===== src/rtl/pc_fetch_unit.sv =====
// Program-counter fetch stage: issues instruction-memory requests, registers fetched words, redirects on branches.
// Optional misaligned-target trap enabled by defining PC_MISALIGN_TRAP_EN.
module pc_fetch_unit #(
  parameter logic [31:0] RESET_PC = 32'h0000_0000
) (
  input  logic        clk_in,
  input  logic        rst_in,
  input  logic        branchtaken_in,
  input  logic [31:0] target_in,
  input  logic        stall_in,
  input  logic        imem_ready_in,
  input  logic [31:0] imem_rdata_in,
  output logic        imem_req_out,
  output logic [31:0] imem_addr_out,
  output logic [31:0] instr_out,
  output logic [31:0] pc_out,
  output logic        instr_valid_out,
  output logic        flush_out,
  output logic        misalign_out,
  output logic [1:0]  state_dbg_out
);

  // Handshake: a fetch completes on a rising edge where imem_req_out=1 and
  // imem_ready_in=1; imem_addr_out stays stable until that edge.

  typedef enum logic [1:0] {
    S_RST   = 2'd0,
    S_FETCH = 2'd1,
    S_HOLD  = 2'd2,
    S_HALT  = 2'd3
  } state_t;

  state_t      state_q, state_d;
  logic [31:0] pc_q, pc_d;
  logic [31:0] instr_q, instr_d;
  logic [31:0] pc_out_q, pc_out_d;
  logic        valid_q, valid_d;
  logic        flush_q, flush_d;
  logic        misalign_q, misalign_d;

  always_comb begin
    state_d      = state_q;
    pc_d         = pc_q;
    instr_d      = instr_q;
    pc_out_d     = pc_out_q;
    valid_d      = valid_q;
    flush_d      = 1'b0;
    misalign_d   = misalign_q;
    imem_req_out = 1'b0;
    case (state_q)
      S_RST: begin
        state_d = S_FETCH;
      end
      S_FETCH, S_HOLD: begin
        imem_req_out = (state_q == S_FETCH) && !stall_in;
        if (branchtaken_in) begin
          // Redirect beats stall and ready; the word returned this cycle is dropped.
          valid_d = 1'b0;
          flush_d = 1'b1;
`ifdef PC_MISALIGN_TRAP_EN
          if (target_in[1:0] != 2'b00) begin
            misalign_d = 1'b1;
            state_d    = S_HALT;
          end else begin
            pc_d    = target_in;
            state_d = S_FETCH;
          end
`else
          pc_d    = target_in & 32'hFFFF_FFFC;
          state_d = S_FETCH;
`endif
        end else if (stall_in) begin
          state_d = S_HOLD;
        end else if (state_q == S_HOLD) begin
          state_d = S_FETCH;
        end else if (imem_ready_in) begin
          instr_d  = imem_rdata_in;
          pc_out_d = pc_q;
          valid_d  = 1'b1;
          pc_d     = pc_q + 32'd4;
        end else begin
          valid_d = 1'b0;
        end
      end
      S_HALT: begin
        valid_d = 1'b0;
      end
      default: begin
        state_d = S_RST;
      end
    endcase
  end

  always_ff @(posedge clk_in) begin
    if (rst_in) begin
      state_q    <= S_RST;
      pc_q       <= RESET_PC;
      instr_q    <= 32'h0;
      pc_out_q   <= 32'h0;
      valid_q    <= 1'b0;
      flush_q    <= 1'b0;
      misalign_q <= 1'b0;
    end else begin
      state_q    <= state_d;
      pc_q       <= pc_d;
      instr_q    <= instr_d;
      pc_out_q   <= pc_out_d;
      valid_q    <= valid_d;
      flush_q    <= flush_d;
      misalign_q <= misalign_d;
    end
  end

  assign imem_addr_out   = pc_q;
  assign instr_out       = instr_q;
  assign pc_out          = pc_out_q;
  assign instr_valid_out = valid_q;
  assign flush_out       = flush_q;
  assign state_dbg_out   = state_q;
`ifdef PC_MISALIGN_TRAP_EN
  assign misalign_out    = misalign_q;
`else
  assign misalign_out    = 1'b0;
`endif

endmodule

===== config.mk =====
export PLATFORM = sky130hd
export DESIGN_NAME = pc_fetch_unit
export DESIGN_NICKNAME = d
export VERILOG_FILES = /design/src/rtl/pc_fetch_unit.sv
export SDC_FILE = /design/constraint.sdc
export NUM_CORES = 1
export LEC_CHECK = 0
export ABC_AREA = 1
export ABC_CLOCK_PERIOD_IN_PS = 4500
export CORE_MARGIN = 4
export CORE_UTILIZATION = 35
export CTS_CLUSTER_SIZE = 24
export DETAILED_ROUTE_END_ITERATION = 7
export DONT_BUFFER_PORTS = 1
export HOLD_SLACK_MARGIN = 0.06
export PLACE_DENSITY = 0.48
export SETUP_SLACK_MARGIN = 0.1
export SYNTH_ARGS = -nofsm -noshare
export SYNTH_HDL_FRONTEND = slang
export SYNTH_SLANG_ARGS = --single-unit

===== constraint.sdc =====
create_clock -name clk_in -period 4.5 [get_ports clk_in]
set_input_delay 0.9 -clock clk_in [delete_from_list [all_inputs] [get_ports clk_in]]
set_output_delay 0.9 -clock clk_in [all_outputs]
set_load 0.02 [all_outputs]

# Word-level counts from Yosys, hierarchy flattened
# Index checks and enable logic that the tools add are counted.
# totals
ff_bits	100
latch_bits	0
ram_bits	0
romBits	0
in_bits	69
out_inout_bits	102
word_cells	46
memories	0
# classes
addsub	1
n_mul	0
div_mod_pow	0
magnitude_cmp	0
n_eq_ne	8
n_shift	0
mux	15
bitwise_logic	4
reduce_logical	12
# ops
cell	n
$mux 32	4
$add 32x3->32 const B	1
$mux 1	6
$mux 2	3
$ne 3x3->1 const B	2
$reduce_bool 2->1	3
$reduce_and 5->1	1
$eq 2x2->1 const B	2
$ne 2x2->1 const B	2
$ne 4x4->1 const B	1
$not 1->1	4
$pmux 2 s2	1
$reduce_and 4->1	1
$reduce_or 2->1	2
$reduce_and 3->1	1
$eq 2x1->1 const B	1
$logic_not 2->1	1
$pmux 1 s2	1
$reduce_and 2->1	1
$logic_and 1x1->1	1
$logic_not 1->1	1

# Longest topological paths before layout
# depth
ltp_word	5
depth_mapped	10
depth_no_buf	10

# Worst setup path before layout
# No wires, ideal clock.
# synth_path
path_kind	in2out
start	in stall_in
end	out imem_req_out
arrival_time_ps	1222
t_required_ps	3600
path_slack_ps	2378
path_stages	1
path_buffers	0
cell_sequence	nor2_1
# synth_between
elab_chain_len	3
# synth_lines
item	line_no	text
start: declaration	10	input logic stall_in,
$logic_not 1->1	55	imem_req_out = (state_q == S_FETCH) && !stall_in;
$logic_and 1x1->1	55	
$mux 1	50	case (state_q)
end: declaration	13	output logic imem_req_out,
# No other way between the ends.

# Worst setup path after layout
# layout_path
start	reg state_q[0], in the netlist state_dbg_out[0]
end	reg instr_q[5], in the netlist instr_out[5]
# layout_between
elab_chain_len	3
elab_cells_between_ends	5
cone_classes	eq/ne: 2; bitwise: 1; reduce/logical: 2
# layout_lines
item	line_no	text
start: declaration	33	state_t state_q, state_d;
start signal: assignment	104	state_q <= state_d;
$eq 2x1->1 or $eq 2x2->1 (tied branches)	50, 74	
$reduce_or 2->1 or $not 1->1 (tied branches)	-	
$reduce_and 5->1 (no source line) *	-	
end signal: assignment	106	instr_q <= instr_d;
end: declaration	35	logic [31:0] instr_q, instr_d;
# Every way passes the cells marked *; elsewhere a longest branch is shown, timed or not.
# A chain may end at the register's enable or synchronous reset.

==> results.sh <==
export IMPL_vias=4187
export IMPL_rr_worst_depth=8
export IMPL_dp_hpwl_um=9830
export IMPL_yosysTopAreaCellShare=0.418
export IMPL_cts_buffers_inserted=9
export IMPL_vias_per_cell=4.99
export IMPL_crit_family="simple AND/OR/NAND/NOR gates"
export IMPL_synth_most_common_cell="nor2_1"
export IMPL_outcome="completed"
export IMPL_cp_slowest_cell="nor2_4"
export IMPL_cellLeakagePower_nw=1.90
export IMPL_synth_seq_cells=96
export IMPL_yosysWarnings=0
export IMPL_drv_cap=0
export IMPL_placedCellCount=823
export IMPL_ys_top_cells_by_count="nor2_1 (145), nand2_1 (144), dfxtp_1 (96), o21ai_0 (84), a21oi_1 (47)"
export IMPL_grt_pass1_wl_um=21700
export IMPL_slowest_delay_ps=600
export IMPL_cts_tree="yes"
export IMPL_root_buffer="clkbuf_16"
export IMPL_min_period_ps=2780
export IMPL_power_frac_seq=0.488
export IMPL_switching_share=0.265
export IMPL_clockPowerShare=0.437
export IMPL_r2r_start="state_dbg_out[0]$_SDFFE_PP0P_"
export IMPL_pwr_share_comb=0.075
export IMPL_die_area_um2=15000
export IMPL_seqCellArea_um2=1920
export IMPL_netlist_area_um2=4600
export IMPL_vdd_ir_drop_max_mv=0.135
export IMPL_rows=41
export IMPL_grt_pass1_vias=4022
export IMPL_max_slew_worst_pin_slew_ps=1040
export IMPL_n_fill_cell=1380
export IMPL_cell_internal_pwr_w=0.00150
export IMPL_crit_arrival_ps=3020
export IMPL_switchingPower_w=0.000540
export IMPL_syn_inst=684
export IMPL_synthTopCellsByArea="dfxtp_1 (42%), nor2_1 (12%), nand2_1 (12%)"
export IMPL_routabilityCongestion=0.815
export IMPL_io_buffers=0
export IMPL_num_io_pins=171
export IMPL_max_slew_margin=0.303
export IMPL_crit_path_frequent_cell="nor2_1"
export IMPL_cp_required_ps=4730
export IMPL_holdPathEnd="pc_out[2]$_SDFFE_PP0P_"
export IMPL_synth_distinct_cells=31
export IMPL_worstPathMaxFanout=45
export IMPL_crit_buf_inv=2
export IMPL_cts_resized=0
export IMPL_hold_path_class="reg2reg"
export IMPL_grtUsageTotal=0.186
export IMPL_wl_um=13800
export IMPL_holdPathStages=2
export IMPL_die_h_um=123
export IMPL_yosysSeqAreaShare=0.418
export IMPL_initial_core_util=0.362
export IMPL_final_cell_count_no_fill=839
export IMPL_area_growth_pct=8.84
export IMPL_drt_wirelength_per_cell_um=16.4
export IMPL_drc=0
export IMPL_die_w_um=123
export IMPL_end_kind="flop"
export IMPL_utilization=0.394
export IMPL_r2r_end="instr_out[5]$_SDFFE_PP0P_"
export IMPL_cts_hold_buf=0
export IMPL_drv_slew=0
export IMPL_finalCritPeriodShare=0.618
export IMPL_diodes=0
export IMPL_first_pass_iters=4
export IMPL_grt_max_degree=46
export IMPL_cts_setup_buffers=0
export IMPL_synth_edff_count=0
export IMPL_cts_sink_count=96
export IMPL_multiInputGateArea_um2=2360
export IMPL_core_area_um2=12700
export IMPL_drtIter0Drc=262
export IMPL_fin_worst_skew_ps=11.2
export IMPL_path_cells="inv_1 > ha_1 > nor2_2 > nand3_2 > nor2_4 > inv_2 > nor2_1 > nor2_1"
export IMPL_finalSetupViolations=0
export IMPL_yosysTopAreaCell="dfxtp_1"
export IMPL_power_density_nw_per_um2=407
export IMPL_fin_nets=736
export IMPL_drive_above_1_share=0.0810
export IMPL_hp_start="pc_out[2]$_SDFFE_PP0P_"
export IMPL_fmax_mhz=359
export IMPL_clk_pin_slew_ps=70
export IMPL_overflow=0
export IMPL_hold_viol=0
export IMPL_tns_ps=0
export IMPL_clock_path_buffers=2
export IMPL_cp_start_kind="flop"
export IMPL_postRouteAntennaNets=0
export IMPL_clock_latency_ps=350
export IMPL_rsz0062_at_grt="no"
export IMPL_avgSynthCellArea_um2=6.73
export IMPL_antenna_found_initial=0
export IMPL_r2r_setup_slack_ps=1720
export IMPL_synthArstFlopShare=0
export IMPL_cts_htree_levels=3
export IMPL_synth_ff_type="dfxtp_1"
export IMPL_crit_type="reg2reg"
-- cells in the final DEF, fill, tap and decap left out, types with 2 or more instances in the layout --
cell / synthesis / layout
o21ai_0: 84 / 84
ha_1: 5 / 5
bufinv_16: 0 / 3
nor2_4: 7 / 7
a21oi_2: 2 / 2
nor3_1: 4 / 4
nand3_1: 27 / 27
a21oi_1: 47 / 47
conb_1: 1 / 5
nand3_2: 3 / 3
a31oi_1: 2 / 2
nor2_1: 145 / 145
dfxtp_1: 96 / 96
nand2_2: 9 / 9
o21ai_1: 6 / 6
nor2_2: 12 / 12
buf_4: 7 / 2
clkbuf_16: 0 / 9
inv_1: 37 / 37
o31ai_1: 3 / 3
inv_2: 3 / 3
nand2_1: 144 / 144
-- metal layers --
layer	up-vias	GRT usage	wire length, um
met5	-	0	0
met4	0	0.0714	248
met3	14	0.0733	1350
met2	148	0.286	6260
met1	1884	0.233	5930
li1	2141	-	-
-- worst max-delay path by stage --
stage,end,from,slack (ps),depth (start not counted)
2_1_floorplan,imem_req_out,stall_in,2380,1
3_3_place_gp,pc_out[14]$_SDFFE_PP0P_,state_dbg_out[0]$_SDFFE_PP0P_,1730,8
3_5_place_dp,instr_out[5]$_SDFFE_PP0P_,state_dbg_out[0]$_SDFFE_PP0P_,1660,8
4_1_cts,instr_out[5]$_SDFFE_PP0P_,state_dbg_out[0]$_SDFFE_PP0P_,1650,8
5_1_grt,instr_out[16]$_SDFFE_PP0P_,state_dbg_out[0]$_SDFFE_PP0P_,1390,8
6_report,instr_out[5]$_SDFFE_PP0P_,state_dbg_out[0]$_SDFFE_PP0P_,1720,8
-- cells by family (layout without fill, tap and decap cells) --
family,count (synthesis),count (layout),share of synthesized area
buf+inv,79,58,0.0729
simple gates,354,354,0.326
fa+ha+maj,5,5,0.0136
flops,96,96,0.418
other cells,1,5,0.000815
compound gates,149,149,0.169
-- power groups by stage --
stage               Clock [W]  Sequential, W  Combinational [W]
detailed placement          0        0.00102           0.000154
finish               0.000891       0.000996           0.000153
CTS                  0.000918       0.000998           0.000155
global route         0.000946        0.00100           0.000181
global placement            0        0.00102           0.000149
floorplan                   0       0.000996           0.000139
-- per-stage QoR --
step | worst slack, ps | total power, W | cell area [um^2] | hold WS, ps
2_1_floorplan | 2380 | 0.00114 | 4620 | 561
3_3_place_gp | 1730 | 0.00117 | 4660 | 578
3_5_place_dp | 1660 | 0.00117 | 4660 | 583
4_1_cts | 1650 | 0.00207 | 5010 | 592
5_1_grt | 1390 | 0.00213 | 5010 | 598
6_report | 1720 | 0.00204 | 5010 | 591
-- sequential cells by signal, summed over array words and instances, names as in the netlist --
name	count
instr_valid_out	1
instr_out	32
state_dbg_out	2
imem_addr_out	30
pc_out	30
flush_out	1
-- final cells by class --
class                      count  share of cell area
clock buffer                  11              0.0485
clock inverter                 5              0.0207
inverter                      40              0.0300
multi-input combinational    513               0.471
sequential                    96               0.384
tap                          172              0.0430
timing repair buffer           2             0.00300
-- tightest hold or removal path, cell delays in order, from the launching register on --
cell and delay, ps:
dfxtp_1 380, nor2_1 130, a211oi_1 50
Power figures use the tool's default switching activity.
